$ cat config.mk
export PLATFORM = sky130hd
export DESIGN_NAME = conv_dyn
export DESIGN_NICKNAME = d
export VERILOG_FILES = /design/src/rtl/conv_pkg.sv /design/src/rtl/conv_mac.sv /design/src/rtl/conv_dyn.sv
export SDC_FILE = /design/constraint.sdc
export NUM_CORES = 1
export LEC_CHECK = 0
export CORE_AREA = 3 3 137 139
export CTS_BUF_LIST = sky130_fd_sc_hd__clkbuf_4 sky130_fd_sc_hd__clkbuf_8
export CTS_CLUSTER_SIZE = 8
export DETAILED_ROUTE_END_ITERATION = 7
export DIE_AREA = 0 0 140 142
export PLACE_DENSITY_LB_ADDON = 0.15
export SLEW_MARGIN = 20
export SYNTH_ARGS = -nofsm -noshare
export SYNTH_HDL_FRONTEND = slang
export SYNTH_HIERARCHICAL = 1
export SYNTH_SLANG_ARGS = --single-unit
$ cat constraint.sdc
create_clock -name clk -period 21 [get_ports clk]
set_clock_uncertainty 0.1 [all_clocks]
set_input_delay 3.15 -clock clk [delete_from_list [all_inputs] [get_ports clk]]
set_output_delay 3.15 -clock clk [all_outputs]
set_load 0.01 [all_outputs]
$ cat src/rtl/conv_pkg.sv
// Shared types and the output saturation/ReLU helper for the conv_dyn datapath.
package conv_pkg;

    typedef enum logic [1:0] {
        LOAD    = 2'd0,
        COMPUTE = 2'd1,
        DRAIN   = 2'd2
    } state_t;

    // Wide enough to carry any accumulator the MAC can be built with.
    localparam int SAT_W = 64;

    // Clamp v to the signed range of 'width' bits, then optionally zero negatives.
    function automatic logic signed [SAT_W-1:0] sat_relu(
        input logic signed [SAT_W-1:0] v,
        input int                      width,
        input logic                    relu
    );
        logic signed [SAT_W-1:0] hi;
        logic signed [SAT_W-1:0] lo;
        logic signed [SAT_W-1:0] r;
        hi = (64'sd1 <<< (width - 1)) - 64'sd1;
        lo = -hi - 64'sd1;
        if (v > hi) begin
            r = hi;
        end else if (v < lo) begin
            r = lo;
        end else begin
            r = v;
        end
        if (relu && (r < 0)) begin
            r = '0;
        end
        return r;
    endfunction

endpackage

$ cat src/rtl/conv_mac.sv
// Signed multiply-accumulate lane with clear/enable and a saturated T-bit output.
module conv_mac
    import conv_pkg::*;
#(
    parameter int T    = 8,
    parameter int M    = 4,
    parameter int RELU = 0
) (
    input  logic                clk,
    input  logic                reset,
    input  logic                clr_i,
    input  logic                en_i,
    input  logic signed [T-1:0] a_i,
    input  logic signed [T-1:0] b_i,
    output logic signed [T-1:0] y_o
);

    // M products of two T-bit values cannot overflow this width.
    localparam int AW = 2 * T + $clog2(M);

    logic signed [AW-1:0]  acc_q;
    logic signed [AW-1:0]  acc_d;
    logic signed [AW-1:0]  acc_base;
    logic signed [2*T-1:0] prod;

    assign prod = (2*T)'(a_i) * (2*T)'(b_i);

    // Clear restarts the sum; a clear together with enable loads the first product.
    always_comb begin
        acc_base = clr_i ? '0 : acc_q;
        acc_d    = en_i ? (acc_base + AW'(prod)) : acc_base;
    end

    // Accumulator register.
    always_ff @(posedge clk) begin
        if (reset) begin
            acc_q <= '0;
        end else begin
            acc_q <= acc_d;
        end
    end

    assign y_o = T'(sat_relu(SAT_W'(acc_q), T, RELU != 0));

endmodule

$ cat src/rtl/conv_dyn.sv
// Streaming 1-D valid convolution: load x and f, compute P outputs per group, drain.
module conv_dyn
    import conv_pkg::*;
#(
    parameter int N    = 16,
    parameter int M    = 4,
    parameter int T    = 8,
    parameter int P    = 1,
    parameter int RELU = 0
) (
    input  logic                clk,
    input  logic                reset,
    input  logic signed [T-1:0] s_data_in_x,
    input  logic                s_valid_x,
    output logic                s_ready_x,
    input  logic signed [T-1:0] s_data_in_f,
    input  logic                s_valid_f,
    output logic                s_ready_f,
    output logic signed [T-1:0] m_data_out_y,
    output logic                m_valid_y,
    input  logic                m_ready_y
);

    localparam int CW      = $clog2(N + 1);
    localparam int IW      = $clog2(N);
    localparam int FW      = $clog2(M);
    localparam int DW      = (P > 1) ? $clog2(P) : 1;
    localparam int LAST_K0 = N - M + 1 - P;

    state_t              state_q;
    logic [CW-1:0]       x_cnt_q;
    logic [CW-1:0]       x_cnt_d;
    logic [CW-1:0]       f_cnt_q;
    logic [CW-1:0]       f_cnt_d;
    logic [CW-1:0]       k0_q;
    logic [FW-1:0]       j_q;
    logic [DW-1:0]       d_q;
    logic signed [T-1:0] x_q [N];
    logic signed [T-1:0] f_q [M];
    logic signed [T-1:0] lane_y [P];
    logic                x_hs;
    logic                f_hs;
    logic                y_hs;
    logic                mac_en;
    logic                mac_clr;

    // Handshake flags are decoded from registered state and gated by reset so the
    // ports are quiet during reset and open in the very first cycle after it.
    assign s_ready_x = !reset && (state_q == LOAD) && (x_cnt_q < CW'(N));
    assign s_ready_f = !reset && (state_q == LOAD) && (f_cnt_q < CW'(M));
    assign m_valid_y = !reset && (state_q == DRAIN);

    assign x_hs    = s_valid_x && s_ready_x;
    assign f_hs    = s_valid_f && s_ready_f;
    assign y_hs    = m_valid_y && m_ready_y;
    assign x_cnt_d = x_cnt_q + CW'(x_hs);
    assign f_cnt_d = f_cnt_q + CW'(f_hs);

    assign mac_en  = (state_q == COMPUTE);
    assign mac_clr = mac_en && (j_q == '0);

    // Operand storage, filled in arrival order; contents are overwritten every vector.
    always_ff @(posedge clk) begin
        if (x_hs) begin
            x_q[x_cnt_q[IW-1:0]] <= s_data_in_x;
        end
        if (f_hs) begin
            f_q[f_cnt_q[FW-1:0]] <= s_data_in_f;
        end
    end

    // Control FSM: load counters, accumulate tap index, group base and drain index.
    always_ff @(posedge clk) begin
        if (reset) begin
            state_q <= LOAD;
            x_cnt_q <= '0;
            f_cnt_q <= '0;
            k0_q    <= '0;
            j_q     <= '0;
            d_q     <= '0;
        end else begin
            case (state_q)
                LOAD: begin
                    x_cnt_q <= x_cnt_d;
                    f_cnt_q <= f_cnt_d;
                    // Look at the post-handshake counts so a final x and f arriving
                    // together still move us on this edge.
                    if ((x_cnt_d == CW'(N)) && (f_cnt_d == CW'(M))) begin
                        state_q <= COMPUTE;
                        k0_q    <= '0;
                        j_q     <= '0;
                    end
                end
                COMPUTE: begin
                    if (j_q == FW'(M - 1)) begin
                        state_q <= DRAIN;
                        j_q     <= '0;
                        d_q     <= '0;
                    end else begin
                        j_q <= j_q + FW'(1);
                    end
                end
                DRAIN: begin
                    if (y_hs) begin
                        if (d_q != DW'(P - 1)) begin
                            d_q <= d_q + DW'(1);
                        end else if (k0_q == CW'(LAST_K0)) begin
                            state_q <= LOAD;
                            x_cnt_q <= '0;
                            f_cnt_q <= '0;
                        end else begin
                            state_q <= COMPUTE;
                            k0_q    <= k0_q + CW'(P);
                            d_q     <= '0;
                        end
                    end
                end
                default: begin
                    state_q <= LOAD;
                end
            endcase
        end
    end

    // One MAC per lane; lane g of the group computes output k0+g.
    for (genvar g = 0; g < P; g++) begin : g_lane
        logic [IW-1:0] idx;
        assign idx = IW'(k0_q) + IW'(g) + IW'(j_q);
        conv_mac #(
            .T    (T),
            .M    (M),
            .RELU (RELU)
        ) u_mac (
            .clk   (clk),
            .reset (reset),
            .clr_i (mac_clr),
            .en_i  (mac_en),
            .a_i   (x_q[idx]),
            .b_i   (f_q[j_q]),
            .y_o   (lane_y[g])
        );
    end

    // Present the lane selected by the drain index; stable until its handshake.
    always_comb begin
        m_data_out_y = lane_y[0];
        for (int p = 1; p < P; p++) begin
            if (d_q == DW'(p)) begin
                m_data_out_y = lane_y[p];
            end
        end
    end

endmodule

==> metrics.md, run 1 <==
| Metric | Value |
|---|---|
| Routed len/inst | `19.5 µm` |
| Worst-Margin Slew | `913 ps` |
| Clock Tree Buf Depth | `2` |
| Io pins | `32` |
| Commonest cells post-synth | `160 x edfxtp_1, 87 x inv_1, 81 x fa_1, 57 x nor2_1, 52 x ha_1` |
| Peak fanout along the critical path | `39` |
| Most used cell along the critical path | `clkdlybuf4s50_1` |
| Tmin final | `8410 ps` |
| CTS buffer count | `17` |
| CP cell instances | `clkdlybuf4s50_1 > buf_4 > or3_4 > nor4_1 > clkdlybuf4s50_1` |
| Share of cells above drive strength 1 | `10.8%` |
| Max incr delay on CP | `610 ps` |
| Type of the worst setup path | `input pin to primary output` |
| Routed WL | `21.6 mm` |
| RSZ-0062 raised after global routing | `no` |
| Setup TNS | `0 ps` |
| Biggest area consumer among synthesized cells | `edfxtp_1` |
| Largest cells by area after synthesis | `edfxtp_1 42%, fa_1 14%, mux4_2 8.1%, dfxtp_1 6.8%, ha_1 5.7%` |
| Total track usage | `23.1%` |
| CP required | `17750 ps` |
| CTS tree | `yes` |
| Syn-to-layout area delta | `8.95%` |
| Final setup vio count | `0` |
| Mean post-synth cell area | `13.7 µm²` |
| Clock Root Buffer | `clkbuf_8` |
| Initial DRC count | `420` |
| Relative max-transition margin | `38.9%` |
| Status | `finished, final reports clean` |
| Overflow after GRT | `0` |
| Fmax | `0.119 GHz` |
| Antenna violations before repair | `0` |
| Die area | `19900 µm²` |
| Largest net degree at the start of global routing | `40` |
| Max-cap violations | `0` |
| Synth unique cells | `57` |
| Final nets | `1022` |
| CP Buf/Inv Count | `3` |
| Initial cell density of the core | `64.3%` |
| Yosys warnings | `6` |
| Worst hold margin | `405 ps` |
| Drt via density | `5.98` |
| Core Footprint | `17800 µm²` |
| Vias in the first global route | `6952` |
| Filler cells | `1211` |
| LEAKAGE | `0.00473 µW` |
| Clk sinks | `199` |
| Final slew viol count | `0` |
| Peak supply drop | `0.0000633 V` |
| Ys async rst share | `0%` |
| Fin. Hold Viols | `0` |
| DIE HEIGHT | `142 µm` |
| First-pass GRT wire length | `35.9 mm` |
| RD Place Congestion | `0.879` |
| Crit-path slowest cell | `clkdlybuf4s50_1` |
| Period utilisation layout | `40.1%` |
| CTS H-tree depth | `4` |
| Post CTS Setup Buffer Count | `0` |
| DP Wirelength | `16.1 mm` |
| Post-CTS sizing | `0` |
| Number of synthesized flops with an enable pin | `160` |
| Synthesized flop and latch total | `199` |
| Critical Path Start Type | `input pin` |
| Syn_nets | `986` |
| Post-layout worst setup margin | `12590 ps` |
| CTS Hold Bufs | `0` |
| Pre-CTS setup slack | `12590 ps` |
| Remaining DRCs | `0` |
| Most used flip-flop cell after synthesis | `edfxtp_1` |
| # diodes | `0` |
| IO Port Bufs | `31` |
| Min-Delay Path Class | `flip-flop to flip-flop` |
| Die width | `140 µm` |
| CP delay by family, top | `buffers and inverters` |
| Clock slew at reported path FFs | `110 ps` |
| DR pass1 iterations | `5` |
| Sequential-to-total area share from yosys stat | `48.9%` |
| CP endpoint kind | `primary output` |
| Post-route ant nets | `0` |
| FP Rows | `49` |
| Power Density | `83.1 nW/µm²` |
| Cells after synthesis | `832` |
| Clk_lat worst skew | `480 ps` |
| Leading cell type by number of instances after synthesis | `edfxtp_1` |
| Critical Path AT | `5160 ps` |
| Vias | `6638` |
| Share of the synthesized area in the top cell type | `42.0%` |
| Syn Std Cell Area | `11400 µm²` |
## path summary, 6_finish.rpt
path	start	endpoint	slack [ps]	depth (start not counted)
worst max-delay path	reset	s_ready_f	12590	5
worst min-delay path	k0_q[4]	k0_q[4]	400	2
worst max register to register	k0_q[0]	g_lane[0].u_mac/acc_q[17]	13800	20
worst min register to register	k0_q[4]	k0_q[4]	400	2
## worst reg2reg max path, cell delays in order (launching register included)
cell	delay (ps)
dfxtp_1	400
ha_2	230
fa_1	480
buf_4	410
mux4_2	430
mux4_2	570
and2_1	430
inv_1	170
fa_1	450
inv_1	90
fa_1	430
fa_1	470
fa_1	520
fa_1	500
ha_1	330
o21ai_1	100
o21ai_1	190
nand2_1	150
o41ai_2	370
xnor2_1	100
a22o_1	190
## area by class of cell
cell class | count | area [µm²] | area share, %
inverter | 89 | 334 | 2.68
sequential | 199 | 5590 | 44.9
timing repair buffer | 42 | 393 | 3.16
multi-input combinational | 519 | 5400 | 43.4
clock buffer | 17 | 234 | 1.88
tap | 229 | 287 | 2.30
clock inverter | 15 | 214 | 1.72
## metal layers
| metal | vias up | wire length, µm | global-route usage (%) |
|---|---|---|---|
| met5 | - | 0 | 0 |
| met4 | 0 | 195 | 5.51 |
| met3 | 20 | 782 | 3.39 |
| met2 | 160 | 11500 | 41.5 |
| met1 | 3407 | 9150 | 30.4 |
| li1 | 3051 | - | - |
## flip-flops by register name, summed over array words and instances, names as in the netlist, named ones only
signal and cells:
k0_q 5, g_lane.u_mac/acc_q 18, x_cnt_q 5, f_cnt_q 5, f_q 32, j_q 2, x_q 128, state_q 2
## report_power, final
group / internal, µW / leakage (µW) / switching (µW)
clock: 98.8 / 0.000221 / 166
combinational: 149 / 0.00275 / 192
sequential: 428 / 0.00176 / 1.42
total: 676 / 0.00473 / 359
## cells by family (layout without fill, tap and decap cells)
kind of cell,after synthesis,after routing,share of synthesized area (%)
and+or+nand+nor,218,218,9.84
xor gates and xnor gates,22,22,1.69
muxes,51,51,9.95
buffers and inverters,114,163,3.87
AOI/OAI and AO/OA,95,95,5.89
DFF,199,199,48.9
adders and majority gates,133,133,19.9
## placed cells by master, fill, tap and decap left out, types with 7 or more instances in the layout
cell             instances
a21oi_1                 20
a22oi_1                  7
and2_1                  36
buf_4                   11
clkbuf_8                17
clkdlybuf4s50_1         31
dfxtp_1                 39
edfxtp_1               160
fa_1                    81
ha_1                    51
inv_1                   87
inv_12                   7
mux4_1                   7
mux4_2                  41
nand2_1                 50
nand2b_1                10
nand3_1                  8
nor2_1                  57
nor2b_1                 15
nor3_1                  13
o21a_1                  17
o21ai_0                 14
xnor2_1                 15
xor2_1                   7
## per-stage QoR
step | total power (µW) | std cells | cell area [µm²] | util, %
after floorplan | 706 | 832 | 11400 | -
after global placement | 769 | 1078 | 12000 | 67.5
after detailed placement | 776 | 1078 | 12000 | 67.5
after CTS | 1040 | 1110 | 12400 | 70.0
after global routing | 1100 | 1110 | 12400 | 70.0
final | 1040 | 1110 | 12400 | 70.0
Power figures use the tool's default switching activity.
==> run 2: changes to the inputs <==
- CORE_AREA: 3 3 137 139 -> 3 3 145 147
- DIE_AREA: 0 0 140 142 -> 0 0 148 150
- clock period: 21 -> 7.4 ns (I/O delays scaled with it)
==> metrics.md, run 2 (synthesized netlist as in run 1, its figures left out) <==
| Metric | Value |
|---|---|
| Drt via density | `5.73 (was 5.98)` |
| Post CTS Setup Buffer Count | `0 (unchanged)` |
| Max FFs per register | `128 (unchanged)` |
| Clk sinks | `199 (unchanged)` |
| Max incr delay on CP | `660 ps (was 610 ps)` |
| Final slew viol count | `0 (unchanged)` |
| Fmax | `0.144 GHz` |
| First-pass GRT wire length | `37.0 mm (was 35.9 mm)` |
| Status | `finished, final reports clean (unchanged)` |
| Min-Delay Path Class | `flip-flop to flip-flop (unchanged)` |
| RSZ-0062 raised after global routing | `no (unchanged)` |
| Initial DRC count | `485 (was 420)` |
| Syn-to-layout area delta | `9.71% (was 8.95%)` |
| Die area | `22200 µm² (was 19900 µm²)` |
| CTS tree | `yes (unchanged)` |
| CP required | `7660 ps (was 17750 ps)` |
| CP endpoint kind | `flip-flop (was primary output)` |
| Core Footprint | `20000 µm² (was 17800 µm²)` |
| Final Cell Area | `12500 µm² (was 12400 µm²)` |
| Remaining DRCs | `0 (unchanged)` |
| DP Wirelength | `16.3 mm (was 16.1 mm)` |
| Routed WL | `22.1 mm (was 21.6 mm)` |
| Tmin final | `6960 ps` |
| Most common cell after layout, fill and taps aside | `edfxtp_1 (unchanged)` |
| Filler cells | `1528 (was 1211)` |
| DIE HEIGHT | `150 µm (was 142 µm)` |
| Post-route ant nets | `0 (unchanged)` |
| Clock slew at reported path FFs | `110 ps (about the same)` |
| Max-cap violations | `0 (unchanged)` |
| Antenna violations before repair | `0 (unchanged)` |
| Relative max-transition margin | `28.7% (was 38.9%)` |
| Io pins | `32 (unchanged)` |
| Critical Path Start Type | `flip-flop (was input pin)` |
| Critical Path AT | `7220 ps (was 5160 ps)` |
| Setup TNS | `0 ps (unchanged)` |
| IO Port Bufs | `31 (unchanged)` |
| DR pass1 iterations | `5 (unchanged)` |
| Final setup vio count | `0 (unchanged)` |
| FF+latch area | `5590 µm² (unchanged)` |
| CTS buffer count | `17 (unchanged)` |
| Crit-path slowest cell | `ha_2 (was clkdlybuf4s50_1)` |
| Worst-Margin Slew | `1060 ps (was 913 ps)` |
| FP Rows | `52 (was 49)` |
| CTS Hold Bufs | `0 (unchanged)` |
| Peak fanout along the critical path | `14 (was 39)` |
| Share of cells above drive strength 1 | `11.1% (was 10.8%)` |
| Area after DPL | `12100 µm² (was 12000 µm²)` |
| Die width | `148 µm (was 140 µm)` |
| Power Density | `234 nW/µm² (was 83.1 nW/µm²)` |
| Total track usage | `21.5% (was 23.1%)` |
| Vias | `6591 (was 6638)` |
| Overflow after GRT | `0 (unchanged)` |
| Clk_lat worst skew | `470 ps (was 480 ps)` |
| Vias in the first global route | `7129 (was 6952)` |
| Final nets | `1022 (unchanged)` |
| # diodes | `0 (unchanged)` |
| Most frequent cells in the layout | `160 x edfxtp_1, 87 x inv_1, 81 x fa_1 (unchanged)` |
| CP cell instances | `ha_2 > buf_4 > mux4_2 > mux4_2 > and2_1 > inv_1 > fa_1 > inv_1 > fa_1 > fa_1 > fa_1 > fa_1 > ha_1 > o21ai_1 > o21ai_1 > nand2_1 > o41ai_2 > xnor2_1 > a22o_1 (was clkdlybuf4s50_1 > buf_4 > or3_4 > nor4_1 > clkdlybuf4s50_1)` |
| Most used cell along the critical path | `fa_1 (was clkdlybuf4s50_1)` |
| Clock Tree Buf Depth | `2 (unchanged)` |
| Multi-input logic area | `5420 µm² (was 5400 µm²)` |
| Initial cell density of the core | `57.0% (was 64.3%)` |
| Largest net degree at the start of global routing | `40 (unchanged)` |
| Peak supply drop | `0.000154 V (was 0.0000633 V)` |
| Routed len/inst | `19.2 µm (was 19.5 µm)` |
| Period utilisation layout | `94.0%` |
| LEAKAGE | `0.00475 µW (was 0.00473 µW)` |
| Post-CTS sizing | `0 (unchanged)` |
| Clock Root Buffer | `clkbuf_8 (unchanged)` |
| RD Place Congestion | `0.845 (was 0.879)` |
| Type of the worst setup path | `flip-flop to flip-flop (was input pin to primary output)` |
| CTS H-tree depth | `4 (unchanged)` |
| Fin. Hold Viols | `0 (unchanged)` |
## run 2: cell types whose count changed in the layout (fill, tap and decap cells not counted)
cell	change
inv_8	-1
buf_4	-2
buf_12	+2
bufinv_16	+1
nor3_2	+3
nor3_1	-3
inv_6	+1
inv_12	-3
clkinv_4	+2
## run 2: layout make-up
class                      count  area share [%]
inverter                      89            2.66
clock buffer                  17            1.87
sequential                   199            44.6
timing repair buffer          42            3.33
clock inverter                15            1.68
tap                          270            2.69
multi-input combinational    519            43.2
## run 2: power breakdown
part           internal, µW  switching [µW]  leakage, µW
clock                   301             447     0.000220
combinational           423             547      0.00277
sequential             1220            3.86      0.00176
total                  1940             997      0.00475
## run 2: worst paths after layout
path,from,end,slack (ps),cells past startpoint
worst max register to register,k0_q[0],g_lane[0].u_mac/acc_q[17],440,19
worst min-delay path,k0_q[4],k0_q[4],410,2
worst min register to register,k0_q[4],k0_q[4],410,2
worst max-delay path,k0_q[0],g_lane[0].u_mac/acc_q[17],440,19
## run 2: critical path, delay by kind of cell (launching register included)
family                     cells  cell delay [ps]
xor gates and xnor gates       1              100
muxes                          2             1040
AOI/OAI and AO/OA              4              830
and+or+nand+nor                2              550
buffers and inverters          3              510
adders and majority gates      7             3310
DFF                            1              390
## run 2: layer usage
metal  share of wire [%]  track usage, %  vias to the layer above
met3                 3.7            3.69                       15
met2                  52            37.8                      134
li1                    -               -                     3052
met4                0.98            4.94                        0
met1                  43            28.2                     3390
met5                   0               0                        -
## run 2: metrics by stage
step | util [%] | std cells | worst slack [ps] | total power, µW | hold WS, ps
6_report | 62.6 | 1151 | 443 | 2940 | 408
5_1_grt | 62.6 | 1151 | 68.0 | 3140 | 429
4_1_cts | 62.6 | 1151 | 386 | 2960 | 412
3_5_place_dp | 60.3 | 1119 | 420 | 2200 | 391
3_3_place_gp | 60.3 | 1119 | 555 | 2190 | 384
2_1_floorplan | - | 832 | 724 | 2000 | 364
==> run 3: changes to the inputs <==
- CORE_AREA: 3 3 145 147 -> 3 3 146 148
- DIE_AREA: 0 0 148 150 -> 0 0 149 151
- SYNTH_HIERARCHICAL: 1 -> default
==> metrics.md, run 3 <==
| Metric | Value |
|---|---|
| Reg2Reg Capture Point | `g_lane[0].u_mac.acc_q[17] (was g_lane[0].u_mac/acc_q[17])` |
| Routed WL | `22.6 mm (was 22.1 mm)` |
| Max-cap violations | `0 (unchanged)` |
| Cells after synthesis | `898 (was 832)` |
| Biggest area consumer among synthesized cells | `edfxtp_1 (unchanged)` |
| Clock Root Buffer | `clkbuf_8 (unchanged)` |
| Max FFs per register | `128 (unchanged)` |
| RD Place Congestion | `0.798 (was 0.845)` |
| Commonest cells post-synth | `160 x edfxtp_1, 86 x inv_1, 81 x fa_1, 81 x nand2_1, 80 x nor2_1 (was 160 x edfxtp_1, 87 x inv_1, 81 x fa_1, 57 x nor2_1, 52 x ha_1)` |
| CTS H-tree depth | `4 (unchanged)` |
| Post-CTS sizing | `0 (unchanged)` |
| Overflow after GRT | `0 (unchanged)` |
| Worst R2R Path Depth | `22 (was 19)` |
| Syn_nets | `1052 (was 986)` |
| DP Wirelength | `16.6 mm (was 16.3 mm)` |
| Synthesized flop and latch total | `199 (unchanged)` |
| Worst-Margin Slew | `847 ps (was 1060 ps)` |
| Final setup vio count | `0 (unchanged)` |
| FP Rows | `52 (unchanged)` |
| Drt via density | `5.57 (was 5.73)` |
| CTS buffer count | `17 (unchanged)` |
| Sequential-to-total area share from yosys stat | `48.0% (was 48.9%)` |
| Ys async rst share | `0% (unchanged)` |
| Number of synthesized flops with an enable pin | `160 (unchanged)` |
| Hold Path Depth | `2 (unchanged)` |
| Vias | `6806 (was 6591)` |
| Share of the synthesized area in the top cell type | `41.3% (was 42.0%)` |
| Most frequent cells in the layout | `160 x edfxtp_1, 86 x inv_1, 81 x nand2_1, 81 x fa_1, 80 x nor2_1 (was 160 x edfxtp_1, 87 x inv_1, 81 x fa_1)` |
| Worst r2r src | `k0_q[0] (unchanged)` |
| Max incr delay on CP | `590 ps (was 660 ps)` |
| Setup TNS | `0 ps (unchanged)` |
| Remaining DRCs | `0 (unchanged)` |
| Min-Delay Path Class | `flip-flop to flip-flop (unchanged)` |
| LEAKAGE | `0.00483 µW (was 0.00475 µW)` |
| Io pins | `32 (unchanged)` |
| Clk sinks | `199 (unchanged)` |
| DR pass1 iterations | `5 (unchanged)` |
| Relative max-transition margin | `43.3% (was 28.7%)` |
| Tmin final | `6920 ps (was 6960 ps)` |
| Routed len/inst | `18.5 µm (was 19.2 µm)` |
| IO Port Bufs | `31 (unchanged)` |
| Clk_lat worst skew | `470 ps (about the same)` |
| Peak supply drop | `0.000157 V (was 0.000154 V)` |
| Initial DRC count | `403 (was 485)` |
| Share of cells above drive strength 1 | `12.6% (was 11.1%)` |
| Most used flip-flop cell after synthesis | `edfxtp_1 (unchanged)` |
| First-pass GRT wire length | `36.9 mm (was 37.0 mm)` |
| Yosys warnings | `0 (was 6)` |
| Type of the worst setup path | `flip-flop to flip-flop (unchanged)` |
| Crit-path slowest cell | `fa_1 (was ha_2)` |
| Period utilisation layout | `93.5% (was 94.0%)` |
| Worst hold path startpoint | `g_lane[0].u_mac.acc_q[5] (was k0_q[4])` |
| Final Cell Area | `12700 µm² (was 12500 µm²)` |
| Critical Path AT | `7220 ps (about the same)` |
| WHS Endpoint | `g_lane[0].u_mac.acc_q[5] (was k0_q[4])` |
| Power Density | `230 nW/µm² (was 234 nW/µm²)` |
| Vias in the first global route | `6877 (was 7129)` |
| Largest cells by area after synthesis | `edfxtp_1 41%, fa_1 14%, dfxtp_1 6.7%, mux4_2 6.2%, ha_1 5.6% (was edfxtp_1 42%, fa_1 14%, mux4_2 8.1%, dfxtp_1 6.8%, ha_1 5.7%)` |
| Clock Tree Buf Depth | `2 (unchanged)` |
| Syn Std Cell Area | `11600 µm² (was 11400 µm²)` |
| Fin. Hold Viols | `0 (unchanged)` |
| CP cell instances | `ha_2 > fa_1 > buf_12 > mux4_2 > nand2_1 > nand3_2 > o21ai_2 > nor2_1 > fa_1 > inv_1 > fa_1 > inv_1 > fa_1 > fa_1 > ha_1 > ha_1 > a21o_1 > a21o_1 > a2111oi_0 > o21ai_0 > xnor2_1 > a211oi_1 (was ha_2 > buf_4 > mux4_2 > mux4_2 > and2_1 > inv_1 > fa_1 > inv_1 > fa_1 > fa_1 > fa_1 > fa_1 > ha_1 > o21ai_1 > o21ai_1 > nand2_1 > o41ai_2 > xnor2_1 > a22o_1)` |
| Clock slew at reported path FFs | `110 ps (about the same)` |
| CP required | `7690 ps (was 7660 ps)` |
| Leading cell type by number of instances after synthesis | `edfxtp_1 (unchanged)` |
| # diodes | `0 (unchanged)` |
| Post CTS Setup Buffer Count | `0 (unchanged)` |
| Status | `finished, final reports clean (unchanged)` |
| R2r setup slk | `480 ps (was 440 ps)` |
| Initial cell density of the core | `57.6% (was 57.0%)` |
| Most used cell along the critical path | `fa_1 (unchanged)` |
| Mean post-synth cell area | `12.9 µm² (was 13.7 µm²)` |
| Synth unique cells | `63 (was 57)` |
| RSZ-0062 raised after global routing | `no (unchanged)` |
| DIE HEIGHT | `151 µm (was 150 µm)` |
| CP endpoint kind | `flip-flop (unchanged)` |
| Area after DPL | `12300 µm² (was 12100 µm²)` |
| CTS tree | `yes (unchanged)` |
| Peak fanout along the critical path | `32 (was 14)` |
| Antenna violations before repair | `0 (unchanged)` |
| Die width | `149 µm (was 148 µm)` |
| Fmax | `0.144 GHz (about the same)` |
| Syn-to-layout area delta | `9.37% (was 9.71%)` |
| Final nets | `1093 (was 1022)` |
| Final slew viol count | `0 (unchanged)` |
| Core Footprint | `20200 µm² (was 20000 µm²)` |
| CTS Hold Bufs | `0 (unchanged)` |
| Most common cell after layout, fill and taps aside | `edfxtp_1 (unchanged)` |
| Post-route ant nets | `0 (unchanged)` |
| Critical Path Start Type | `flip-flop (unchanged)` |
| Total track usage | `21.5% (about the same)` |
| Die area | `22500 µm² (was 22200 µm²)` |
| Largest net degree at the start of global routing | `34 (was 40)` |
run 3: cell count changes in the layout (fill, tap and decap cells not counted), moves of 7 or more:
cell | previous run | this run
nand2_1 | 50 | 81
nor2_1 | 57 | 80
and2_1 | 36 | 21
nor2b_1 | 15 | 0
buf_4 | 9 | 22
or2_1 | 0 | 11
mux4_2 | 41 | 32
mux2_2 | 0 | 8
o21ai_2 | 0 | 7
run 3: worst max path at each step:
| stage | start | endpoint | slack (ps) |
|---|---|---|---|
| 2_1_floorplan | k0_q[0] | g_lane[0].u_mac.acc_q[17] | 670 |
| 3_3_place_gp | k0_q[0] | g_lane[0].u_mac.acc_q[17] | 580 |
| 3_5_place_dp | k0_q[0] | g_lane[0].u_mac.acc_q[17] | 500 |
| 4_1_cts | k0_q[0] | g_lane[0].u_mac.acc_q[17] | 430 |
| 5_1_grt | k0_q[0] | g_lane[0].u_mac.acc_q[17] | 20 |
| 6_report | k0_q[0] | g_lane[0].u_mac.acc_q[17] | 480 |
run 3: layout make-up:
class,instances,area (µm²)
clock inverter,15,199
multi-input combinational,579,5520
sequential,199,5590
inverter,87,327
tap,270,338
fill,1549,7450
timing repair buffer,55,515
clock buffer,17,234
run 3: power breakdown:
part | switching, µW | internal (µW)
clock network | 416 | 323
logic | 537 | 432
registers | 4.12 | 1220
total | 958 | 1970
run 3: routing by layer:
metal | wire length (µm) | up-vias | GRT usage (%)
met4 | 293 | 0 | 5.22
met2 | 11100 | 162 | 34.6
met5 | 0 | - | 0
li1 | - | 3246 | -
met1 | 10200 | 3372 | 30.7
met3 | 1040 | 26 | 4.10
run 3: worst max-delay path, delay by kind of cell, from the launching register on:
| kind | cells | cell delay (ps) |
|---|---|---|
| buf+inv | 3 | 430 |
| mux | 1 | 520 |
| flops | 1 | 390 |
| compound gates | 6 | 1390 |
| simple gates | 3 | 300 |
| xor+xnor | 1 | 150 |
| fa+ha+maj | 8 | 3560 |
run 3: logic make-up after synthesis:
group | count (synthesis) | share of synthesized area [%]
DFF | 199 | 48.0
buffers and inverters | 120 | 4.56
xor gates and xnor gates | 25 | 2.17
and+or+nand+nor | 275 | 11.9
AOI/OAI and AO/OA | 96 | 5.54
muxes | 50 | 8.25
adders and majority gates | 133 | 19.5
run 3: stage by stage:
stage / hold WS (ps) / std cells / util [%] / worst slack [ps] / total power [µW]
floorplan: 345 / 898 / - / 669 / 1990
global placement: 359 / 1190 / 60.9 / 578 / 2200
detailed placement: 363 / 1190 / 60.9 / 500 / 2210
CTS: 379 / 1222 / 63.0 / 427 / 2950
global route: 407 / 1222 / 63.1 / 22.1 / 3140
finish: 380 / 1222 / 63.1 / 478 / 2930
